**src/rtl/fetch_prefetch_unit.sv**
```systemverilog
// Instruction fetch stage with a valid/ready imem port, bounded in-flight requests and a
// prefetch queue feeding registered if_id_* outputs; redirects flush and drop stale responses.
module fetch_prefetch_unit #(
  parameter int                XLEN       = 32,
  parameter int                ADDR_W     = 32,
  parameter int                QDEPTH     = 4,
  parameter logic [ADDR_W-1:0] RESET_PC   = '0,
  parameter logic [ADDR_W-1:0] EXC_VECTOR = 'h40
) (
  input  logic                      clock,
  input  logic                      reset,
  input  logic                      ex_if_stall,
  input  logic                      id_if_selpcsource,
  input  logic [1:0]                id_if_selpctype,
  input  logic [ADDR_W-1:0]         id_if_rega,
  input  logic [ADDR_W-1:0]         id_if_pcimd2ext,
  input  logic [ADDR_W-1:0]         id_if_pcindex,
  output logic                      imem_req_valid,
  input  logic                      imem_req_ready,
  output logic [ADDR_W-1:0]         imem_req_addr,
  input  logic                      imem_rsp_valid,
  input  logic [XLEN-1:0]           imem_rsp_data,
  output logic [XLEN-1:0]           if_id_instruc,
  output logic [ADDR_W-1:0]         if_id_nextpc,
  output logic                      if_id_valid,
  output logic [$clog2(QDEPTH):0]   q_count
);

  localparam int PW = $clog2(QDEPTH);
  localparam int CW = PW + 1;

  typedef struct packed {
    logic [ADDR_W-1:0] pc;
    logic [XLEN-1:0]   data;
  } q_entry_t;

  q_entry_t [QDEPTH-1:0] q_mem_q, q_mem_d;
  logic [PW-1:0]         rd_ptr_q, rd_ptr_d, wr_ptr_q, wr_ptr_d;
  logic [CW-1:0]         count_q, count_d;
  logic [CW-1:0]         outstanding_q, outstanding_d;
  logic [CW-1:0]         drop_cnt_q, drop_cnt_d;
  logic [ADDR_W-1:0]     fetch_pc_q, fetch_pc_d;
  logic [ADDR_W-1:0]     resp_pc_q, resp_pc_d;
  logic [XLEN-1:0]       instruc_q, instruc_d;
  logic [ADDR_W-1:0]     nextpc_q, nextpc_d;
  logic                  valid_q, valid_d;

  logic [CW-1:0]         in_use;
  logic                  fire, redirect, drop_rsp, push, pop;
  logic [ADDR_W-1:0]     target;
  q_entry_t              head;

  always_comb begin
    // Queue slots plus in-flight requests never exceed QDEPTH, so a push can never overflow.
    in_use         = count_q + outstanding_q;
    imem_req_valid = reset & (in_use < CW'(QDEPTH));
    imem_req_addr  = fetch_pc_q;
    fire           = imem_req_valid & imem_req_ready;
    redirect       = id_if_selpcsource & ~ex_if_stall;
    drop_rsp       = imem_rsp_valid & (drop_cnt_q != '0);
    push           = imem_rsp_valid & ~drop_rsp & ~redirect;
    pop            = ~ex_if_stall & ~redirect & (count_q != '0);
    head           = q_mem_q[rd_ptr_q];

    unique case (id_if_selpctype)
      2'b00:   target = id_if_pcimd2ext;
      2'b01:   target = id_if_rega;
      2'b10:   target = id_if_pcindex;
      default: target = EXC_VECTOR;
    endcase
  end

  always_comb begin
    q_mem_d       = q_mem_q;
    rd_ptr_d      = rd_ptr_q;
    wr_ptr_d      = wr_ptr_q;
    count_d       = count_q;
    outstanding_d = outstanding_q + CW'(fire) - CW'(imem_rsp_valid);
    drop_cnt_d    = drop_cnt_q - CW'(drop_rsp);
    fetch_pc_d    = fire ? fetch_pc_q + ADDR_W'(4) : fetch_pc_q;
    resp_pc_d     = push ? resp_pc_q + ADDR_W'(4) : resp_pc_q;
    instruc_d     = '0;
    nextpc_d      = nextpc_q;
    valid_d       = 1'b0;

    if (push) begin
      q_mem_d[wr_ptr_q] = '{pc: resp_pc_q, data: imem_rsp_data};
      wr_ptr_d          = wr_ptr_q + PW'(1);
    end
    if (pop) begin
      rd_ptr_d  = rd_ptr_q + PW'(1);
      instruc_d = head.data;
      nextpc_d  = head.pc + ADDR_W'(4);
      valid_d   = 1'b1;
    end
    count_d = count_q + CW'(push) - CW'(pop);

    // Everything still in flight after this edge, including a same-cycle fire, is stale.
    if (redirect) begin
      rd_ptr_d   = '0;
      wr_ptr_d   = '0;
      count_d    = '0;
      drop_cnt_d = outstanding_d;
      fetch_pc_d = target;
      resp_pc_d  = target;
      nextpc_d   = target;
    end
  end

  always_ff @(posedge clock or negedge reset) begin
    if (!reset) begin
      q_mem_q       <= '0;
      rd_ptr_q      <= '0;
      wr_ptr_q      <= '0;
      count_q       <= '0;
      outstanding_q <= '0;
      drop_cnt_q    <= '0;
      fetch_pc_q    <= RESET_PC;
      resp_pc_q     <= RESET_PC;
      instruc_q     <= '0;
      nextpc_q      <= '0;
      valid_q       <= 1'b0;
    end else begin
      q_mem_q       <= q_mem_d;
      rd_ptr_q      <= rd_ptr_d;
      wr_ptr_q      <= wr_ptr_d;
      count_q       <= count_d;
      outstanding_q <= outstanding_d;
      drop_cnt_q    <= drop_cnt_d;
      fetch_pc_q    <= fetch_pc_d;
      resp_pc_q     <= resp_pc_d;
      instruc_q     <= instruc_d;
      nextpc_q      <= nextpc_d;
      valid_q       <= valid_d;
    end
  end

  assign if_id_instruc = instruc_q;
  assign if_id_nextpc  = nextpc_q;
  assign if_id_valid   = valid_q;
  assign q_count       = count_q;

endmodule
```
**config.mk**
```make
export PLATFORM = sky130hd
export DESIGN_NAME = fetch_prefetch_unit
export DESIGN_NICKNAME = d
export VERILOG_FILES = /design/src/rtl/fetch_prefetch_unit.sv
export SDC_FILE = /design/constraint.sdc
export NUM_CORES = 1
export LEC_CHECK = 0
export CORE_ASPECT_RATIO = 0.9
export CORE_MARGIN = 4
export CORE_UTILIZATION = 51
export DETAILED_ROUTE_END_ITERATION = 8
export PLACE_DENSITY = 0.77
export SYNTH_ARGS = -nofsm -noshare
export SYNTH_HDL_FRONTEND = slang
export SYNTH_SLANG_ARGS = --single-unit
```
**constraint.sdc**
```tcl
create_clock -name clock -period 2.55 [get_ports clock]
set_clock_uncertainty 0.2 [all_clocks]
set_input_delay 0.3825 -clock clock [delete_from_list [all_inputs] [get_ports clock]]
set_output_delay 0.3825 -clock clock [all_outputs]
set_load 0.01 [all_outputs]
```
* After elaboration in Yosys (flattened, before gate mapping)
Cells that the tools add are included.
Widths: inputs -> output; s select.
** Storage, ports and cells
- Register bits after elaboration :: 398
- Bits of input ports :: 136
- Output and inout port bits :: 101
** Cells by class
- Add/subtract/negate cells :: 11
- Equal/unequal tests :: 2
- Mux-type cells :: 20
- Magnitude comparators :: 4
- Reductions and logical operators :: 7
- Bitwise operators :: 11
** Operators with widths (count)
- $bwmux 256 :: 1
- $mux 32 :: 7
- $bmux 64 s2 :: 1
- $demux 64 s2 :: 1
- $mux 64 :: 2
- $add 32x3->32 const B :: 3
- $pmux 32 s3 :: 1
- $sub 3x1->3 :: 3
- $and 1x1->1 :: 8
- $mux 2 :: 4
- $add 3x1->3 :: 2
- $lt 2x3->1 const B :: 2
- $mux 3 :: 2
- $reduce_bool 2->1 :: 3
- $reduce_bool 3->1 :: 2
- $add 2x1->2 const B :: 2
- $add 3x3->3 :: 1
- $lt 3x3->1 const B :: 1
- $not 1->1 :: 3
- $eq 2x1->1 const B :: 1
- $eq 2x2->1 const B :: 1
- $ge 2x1->1 const B :: 1
- $logic_not 2->1 :: 1
- $logic_and 1x1->1 :: 1
- $mux 1 :: 1

* Longest topological paths before layout
Gate-level depths: netlist of the first run.
- Depth in word-level cells :: 8
- Mapped depth :: 13
- Gate-level depth less buffers :: 12

* Worst setup path before layout of the first run
OpenSTA, ideal clock, no wires.
- Kind :: reg2reg
- Start :: reg count_q[1], in the netlist q_count[1]
- End :: reg drop_cnt_q[2]
- Path buffers :: 0
- Data arrival time :: 2560 ps
- Slack :: -346 ps
- Library setup time :: 136 ps
- Data required time :: 2214 ps
- Stages on the path, launching flop included :: 13
- Clock period less this slack :: 2896 ps
- Path through :: dfrtp_1 > ha_1 > a31oi_1 > xnor2_1 > and3_1 > clkinv_1 > ha_1 > inv_1 > ha_1 > fa_1 > xnor2_1 > nand2_1 > o21ai_0
** Between the ends
- Cells in the longest elaborated chain, start to end :: 7
** RTL lines
- start, declared :: line 39 : logic [CW-1:0] count_q, count_d;
- start signal, assigned :: line 127 : count_q <= count_d;
- $add 3x3->3 :: line 55 : in_use = count_q + outstanding_q;
- $lt 3x3->1 :: line 56 : imem_req_valid = reset & (in_use < CW'(QDEPTH));
- $and 1x1->1 :: line 56
- $and 1x1->1 :: line 58 : fire = imem_req_valid & imem_req_ready;
- $add 3x1->3 :: line 78 : outstanding_d = outstanding_q + CW'(fire) - CW'(imem_rsp_valid);
- $sub 3x1->3 :: line 78
- via outstanding_d[2] :: line 40 : logic [CW-1:0] outstanding_q, outstanding_d;
- $mux 3 :: line 99 : if (redirect) begin
- via drop_cnt_d[2] :: line 41 : logic [CW-1:0] drop_cnt_q, drop_cnt_d;
- end signal, assigned :: line 129 : drop_cnt_q <= drop_cnt_d;
- end, declared :: line 41
The timed path passes the listed nets, and every way through them passes these cells.
A chain may end at the register's enable or synchronous reset.

* Worst setup path in the final report of the first run
- Start :: reg count_q[1], in the netlist q_count[1]
- End :: reg drop_cnt_q[1]
The elaborated chain is that of the path after synthesis.

==> results of run 1 <==
per-stage QoR:
stage / utilization / worst slack (ns) / setup TNS, ns / instance area, sq um / total power, uW
after detailed placement: 0.633 / -0.577 / -9.23 / 23000 / 15900
after global placement: 0.633 / -0.439 / -5.54 / 23000 / 15600
final: 0.679 / -0.159 / -0.496 / 24700 / 22300
after CTS: 0.671 / -0.217 / -0.699 / 24400 / 22100
after global routing: 0.678 / -0.231 / -2.13 / 24700 / 23400
after floorplan: - / -0.150 / -0.457 / 19000 / 12700
layer usage:
metal	track usage	part of all wire
met4	0.0696	0.024
met3	0.0520	0.074
met5	0	0
met2	0.435	0.49
met1	0.363	0.42
cell families (layout without fill, tap and decap cells):
kind of cell               Yosys count  count (layout)  share of synthesized area
and+or+nand+nor                    350             350                     0.0927
DFF                                396             396                      0.522
buffers and inverters              120             500                     0.0306
muxes                              339             339                      0.239
adders and majority gates           16              16                     0.0113
xor gates and xnor gates            41              41                     0.0189
AOI/OAI and AO/OA                  291             291                     0.0859
other                                0               2                          0
final timing paths:
path,start,end,slack (ns),depth (start not counted)
min in group asynchronous,reset,q_count[0]$_DFF_PN0_,0.35,3
setup / recovery,q_count[1]$_DFF_PN0_,drop_cnt_q[1]$_DFF_PN0_,-0.16,11
setup reg to reg,q_count[1]$_DFF_PN0_,drop_cnt_q[1]$_DFF_PN0_,-0.16,11
max in group asynchronous,reset,imem_req_addr[10]$_DFFE_PN0P_,0.38,4
hold / removal,q_mem_q[247]$_DFFE_PN0P_,q_mem_q[247]$_DFFE_PN0P_,0.28,2
hold reg to reg,q_mem_q[247]$_DFFE_PN0P_,q_mem_q[247]$_DFFE_PN0P_,0.28,2
worst min-delay path, delay by kind of cell, from the launching register on:
family / cells / cell delay (ns)
DFF: 1 / 0.34
and+or+nand+nor: 1 / 0.04
AOI/OAI and AO/OA: 1 / 0.06
placed cells by master, fill, tap and decap left out, drive strengths merged, types with 2 or more instances in the layout:
cell type      instances
mux4                  64
nand4                 15
a31oi                 11
bufinv                 3
ha                    14
nor4                   5
or2                    8
and4                   4
clkdlybuf4s50        233
nand3                 40
xor2                  24
nand2                123
a21oi                110
nor2                  60
inv                   24
xnor2                 17
and3                  47
clkbuf                62
o21ai                117
o22a                   3
nor2b                  5
o21a                   7
diode                  2
mux2i                 31
fa                     2
nor3                   5
or3                    4
and2                  32
mux2                 244
a41o                   2
clkinv                 8
o211ai                20
buf                  168
o31ai                 15
dfrtp                396
what timing repair did:
item                                    4_1_cts  5_1_grt
hold endpoints to repair                    109        0
gates resized for setup                      15       45
endpoints found under the setup margin       13       49
buffers inserted                              1        8
pin swaps                                     8       21
gates cloned                                  0        2
hold buffers                                  1        0
state kept, by name, indices dropped and copies added, names as in the netlist:
name and count:
drop_cnt_q 3, q_mem_q 256, rd_ptr_q 2, imem_req_addr 31, q_count 3, if_id_instruc 32
if_id_valid 1, resp_pc_q 31, if_id_nextpc 32, wr_ptr_q 2, outstanding_q 3
power groups by stage:
stage,Clock (uW),Combinational (uW),Sequential [uW]
after detailed placement,0,7020,8850
final,6030,7410,8840
after CTS,6110,7180,8770
after global placement,0,6840,8740
after floorplan,0,4010,8740
after global routing,6390,7990,9000
final cells by class:
cell class,count,area [sq um],area share
Multi-Input combinational cell,1037,8770,0.355
Tap cell,476,596,0.0241
Clock buffer,60,1210,0.0490
Sequential cell,396,9920,0.401
Timing Repair Buffer,405,3990,0.161
Inverter,23,88.8,0.00359
Clock inverter,12,139,0.00562
Antenna cell,2,5.00,0.000203
==> results.tsv, run 1 <==
stage	metric	value	unit
status	status	complete, but fails checks	
status	violated checks	negative setup slack	
worst_hold_path	HP Class	reg2reg	
layout	area delta synth->final	30.1	%
route	via count	14500	
route	routed wire length	54300	microns
critical_path	Crit path top cell by count	ha_4	
cts	latest clock arrival within the worst-skew pair	0.54	ns
pwr	Max VDD drop	0.000598	V
pwr	internal power	15500	uW
floorplan	IO Pins	237	
route	First-pass DRT Iterations	7	
logic_synthesis	Mean Syn Cell Area	12.2	sq um
pwr	Lkg Pwr	0.0114	uW
logic_synthesis	largest cells by area after synthesis	dfrtp_1 52%, mux2_2 14%, mux4_2 6.5%	
layout	Final Net Count	2057	
placed_design	dpl cells	2326	
critical_path	worst path required time	2.80	ns
critical_path	Critical Path Source Type	register	
critical_path	Setup CP Type	reg2reg	
sta	fin worst setup slack	-0.159	ns
cts	H-tree lvl count	2	
grt	All-Layer GR Usage	0.264	
logic_synthesis	asr flop ratio synth	1.00	
pwr	Net Sw Frac	0.303	
pwr	Flop pwr share	0.397	
placed_design	port buffer count	236	
route	drt drc	0	
floorplan	Die Ht	191	microns
critical_path	CP delay by family, top	adder cells	
sta	Final Cycle Share	1.06	
critical_path	Worst Path Arrival	2.96	ns
logic_synthesis	Synth Flop Type	dfrtp_1	
logic_synthesis	post-synthesis cell type count	58	
sta	Worst-Margin Slew	0.899	ns
floorplan	die area	40400	sq um
logic_synthesis	cells after synthesis	1553	
floorplan	number of core rows	66	
floorplan	initial core utilization	0.521	
sta	Fmax achieved	369	MHz
grt	number of global-route vias before repair	15000	
critical_path	worst stage delay on the critical path	0.55	ns
run	max_cap viols	0	
critical_path	slowest CP cell	fa_2	
placed_design	Final HPWL DP	37100	microns
sta	worst hold margin	0.280	ns
floorplan	core area	36400	sq um
logic_synthesis	Synth top cells by count	396 x dfrtp_1, 244 x mux2_2, 123 x nand2_1	
grt	initial antenna violation count	1	
route	drt first-iter violations	1336	
sta	fin. max-slew vios	0	
grt	largest net degree at the start of global routing	147	
grt	global-route wire length before repair	84400	microns
pwr	Comb power frac	0.333	
layout	Filler cells	2587	
sta	Slew Limit Headroom	0.400	
placed_design	Placer Congestion	0.903	
logic_synthesis	Yosys Warn Count	0	
cts	Num CTS Buffers	42	
pwr	PwrDens	902	nW/um^2
route	Vias/cell	5.99	
pwr	Psw	6740	uW
logic_synthesis	sequential-to-total area share from yosys stat	0.522	
logic_synthesis	Yosys top cell by area	dfrtp_1	
logic_synthesis	Yosys top cell area share	0.522	
pwr	clock power share	0.271	
cts	CTS tree	built	
logic_synthesis	Syn Nets	1705	
route	routed len/inst	22.5	microns
critical_path	crit path cell chain	ha_4, a31oi_4, xnor2_2, and3_4, inv_4, ha_4, inv_2, ha_4, fa_2, nor2_2, a21oi_2	
critical_path	Buf+Inv Stages, Crit Path	2	
cts	Reg clk slew, reported paths	0.06	ns
logic_synthesis	most frequent cell after synthesis	dfrtp_1	
cts	Max Root-Sink Buffers	3	
floorplan	Chip Width	211	microns
sta	Setup violations, final	7	
route	ANT nets after route	0	
sta	clock period minus worst slack	2.71	ns
logic_synthesis	Post-synth EDFFs	0	
sta	Fin. Hold Viols	0	
critical_path	Worst Setup End Kind	register	
critical_path	CP max FO	3	
sta	RSZ-0062 raised after global routing	true	
logic_synthesis	#FFs+latches synth	396	
cts	CTS sink cnt	396	
grt	GRT overflow	0	
layout	layout cells sized above 1	0.314	
layout	fin cells	2411	
cts	CTS Root Buffer Type	clkbuf_16	
logic_synthesis	Netlist Area Pre-Place	19000	sq um
No activity file was read; power rests on OpenSTA's default activity.
==> inputs of run 2 (changes only) <==
--- a/config.mk
+++ b/config.mk
@@ -5,11 +5,12 @@
 export SDC_FILE = /design/constraint.sdc
 export NUM_CORES = 1
 export LEC_CHECK = 0
+export ABC_CLOCK_PERIOD_IN_PS = 2510
 export CORE_ASPECT_RATIO = 0.9
 export CORE_MARGIN = 4
-export CORE_UTILIZATION = 51
+export CORE_UTILIZATION = 56
 export DETAILED_ROUTE_END_ITERATION = 8
-export PLACE_DENSITY = 0.77
+export PLACE_DENSITY = 0.8
 export SYNTH_ARGS = -nofsm -noshare
 export SYNTH_HDL_FRONTEND = slang
 export SYNTH_SLANG_ARGS = --single-unit
==> constraint.sdc (replaced) <==
create_clock -name clock -period 2.51 [get_ports clock]
set_clock_uncertainty 0.2 [all_clocks]
set_input_delay 0.3765 -clock clock [delete_from_list [all_inputs] [get_ports clock]]
set_output_delay 0.3765 -clock clock [all_outputs]
set_load 0.01 [all_outputs]
==> run 2 against run 1 <==
Effect of this change: the flow still finishes with violations (negative setup slack); combinational power rose by 3.8%; final area shrank 0.56%; maximum frequency up 0.87%; first-iteration DRC count is 3.9% lower; critical path type unchanged.
==> results.tsv, run 2 (synthesis results as in run 1) <==
stage	metric	value	unit	change
route	via count	14500		+0.15%
grt	initial antenna violation count	2		+1
grt	GRT overflow	0		unchanged
status	status	complete, but fails checks		
route	routed len/inst	22.9	microns	+2.0%
layout	Largest Register	q_mem_q		
grt	All-Layer GR Usage	0.294		+0.0302
critical_path	Worst Path Arrival	2.94	ns	-0.02 ns
route	ANT nets after route	0		unchanged
floorplan	core area	33200	sq um	-8.9%
placed_design	port buffer count	236		unchanged
status	violated checks	negative setup slack		
cts	latest clock arrival within the worst-skew pair	0.54	ns	about the same
cts	CTS sink cnt	396		unchanged
placed_design	Final HPWL DP	36100	microns	-2.8%
sta	Slew Limit Headroom	0.438		+0.0371
critical_path	Setup CP Type	reg2reg		
placed_design	Placer Congestion	0.857		-5.2%
sta	Setup violations, final	18		+11
floorplan	Chip Width	202	microns	-4.4%
critical_path	Critical Path Source Type	register		
sta	Final Cycle Share	1.07		+0.00762
floorplan	initial core utilization	0.572		+0.0508
run	max_cap viols	0		unchanged
pwr	Tot Pwr	22400	uW	+0.36%
cts	Max Root-Sink Buffers	3		unchanged
layout	area delta synth->final	29.4	%	
pwr	clock power share	0.253		-0.018
placed_design	dpl cells	2301		-1.1%
grt	global-route wire length before repair	86200	microns	+2.2%
pwr	Flop pwr share	0.403		+0.006
sta	RSZ-0062 raised after global routing	true		
cts	CTS tree	built		
cts	H-tree lvl count	2		unchanged
pwr	Net Sw Frac	0.309		+0.00584
layout	fin cells	2384		-1.1%
layout	layout cells sized above 1	0.311		-0.00266
sta	clock period minus worst slack	2.69	ns	-0.0234 ns
pwr	PwrDens	910	nW/um^2	+0.93%
sta	fin worst setup slack	-0.175	ns	-0.0166 ns
sta	setup TNS	-1.13	ns	-0.635 ns
layout	commonest non-fill, non-tap cells in the layout	392 x dfrtp_1, 244 x mux2_2, 233 x clkdlybuf4s50_1		
pwr	Max VDD drop	0.000598	V	-0.12%
cts	Num CTS Buffers	41		-2.4%
layout	Reg area	9920	sq um	about the same
floorplan	IO Pins	237		unchanged
pwr	Lkg Pwr	0.0114	uW	-0.68%
layout	Filler cells	2174		-16%
route	First-pass DRT Iterations	6		-1
cts	Reg clk slew, reported paths	0.06	ns	about the same
placed_design	Setup WS pre-CTS	-0.564	ns	+0.0133 ns
grt	largest net degree at the start of global routing	160		+8.8%
pwr	Psw	6900	uW	+2.3%
pwr	internal power	15500	uW	-0.48%
sta	Worst-Margin Slew	0.844	ns	-0.0557 ns
route	drt drc	0		unchanged
route	drt first-iter violations	1284		-3.9%
layout	commonest non-fill, non-tap cell in the layout	dfrtp_1		
cts	CTS Root Buffer Type	clkbuf_16		
layout	max reg flops	256		unchanged
floorplan	number of core rows	63		-4.5%
sta	fin. max-slew vios	0		unchanged
route	routed wire length	54700	microns	+0.82%
layout	Final Net Count	2053		-0.19%
critical_path	CP max FO	3		unchanged
grt	number of global-route vias before repair	15400		+2.4%
floorplan	die area	36900	sq um	-8.6%
critical_path	worst path required time	2.76	ns	-0.04 ns
floorplan	Die Ht	183	microns	-4.4%
layout	multi-input logic area	8810	sq um	+0.47%
critical_path	Worst Setup End Kind	register		
sta	Fin. Hold Viols	0		unchanged
sta	worst hold margin	0.283	ns	+0.00257 ns
sta	Fmax achieved	372	MHz	+0.87%
route	Vias/cell	6.07		+1.3%
worst_hold_path	HP Class	reg2reg		
pwr	Comb power frac	0.344		+0.011
-- run 2: power groups by stage --
stage / combinational [uW] / clock (uW) / sequential [uW]
floorplan: 4070 / 0 / 8880
global placement: 6890 / 0 / 8890
detailed placement: 7110 / 0 / 9000
CTS: 7450 / 5730 / 8960
global route: 8230 / 6000 / 9150
finish: 7690 / 5660 / 9010
-- run 2: worst paths after layout --
kind	endpoint	slack, ns	cells after the start	from
max in group asynchronous	q_mem_q[5]$_DFFE_PN0P_	0.59	4	reset
hold reg to reg	if_id_nextpc[1]$_DFFE_PN0P_	0.28	2	if_id_nextpc[1]$_DFFE_PN0P_
setup reg to reg	drop_cnt_q[1]$_DFF_PN0_	-0.18	11	q_count[1]$_DFF_PN0_
setup / recovery	drop_cnt_q[1]$_DFF_PN0_	-0.18	11	q_count[1]$_DFF_PN0_
min in group asynchronous	q_count[1]$_DFF_PN0_	0.33	3	reset
hold / removal	if_id_nextpc[1]$_DFFE_PN0P_	0.28	2	if_id_nextpc[1]$_DFFE_PN0P_
-- run 2: repair_timing --
item                       4_1_cts  5_1_grt
hold endpoints to repair       237        0
hold buffers                     1        0
cloned                           1        1
gates resized for setup         38       47
setup endpoints to repair       22       36
buffers inserted                 5        7
pin swaps                       16       32
-- run 2: per-stage QoR --
step | area (sq um) | utilization
6_report | 24600 | 0.740
5_1_grt | 24600 | 0.740
4_1_cts | 24300 | 0.732
3_5_place_dp | 22900 | 0.691
3_3_place_gp | 22900 | 0.691
2_1_floorplan | 19000 | -
-- run 2: worst max-delay path, stage by stage (launching register included) --
cell      delay (ns)
dfrtp_2         0.45
ha_4            0.29
a31oi_4         0.09
xnor2_2         0.19
and3_4          0.22
clkinv_4        0.06
ha_4            0.25
inv_2           0.04
ha_4            0.14
fa_2            0.54
nor2_2          0.04
a21oi_1         0.11
-- run 2: layout make-up --
class                   instances  share of cell area
clock buffers                  64              0.0485
diodes                          2            0.000204
inverters                      23             0.00372
well taps                     455              0.0232
clock inverters                 5             0.00102
multi-input cells            1037               0.358
flip-flops and latches        396               0.404
repair buffers                402               0.161
-- run 2: layer usage --
layer | vias up | track usage | routed length [microns]
met4 | 0 | 0.103 | 1780
met3 | 119 | 0.0554 | 4130
li1 | 6312 | - | -
met5 | - | 0 | 0
met2 | 682 | 0.482 | 26600
met1 | 7361 | 0.399 | 22200
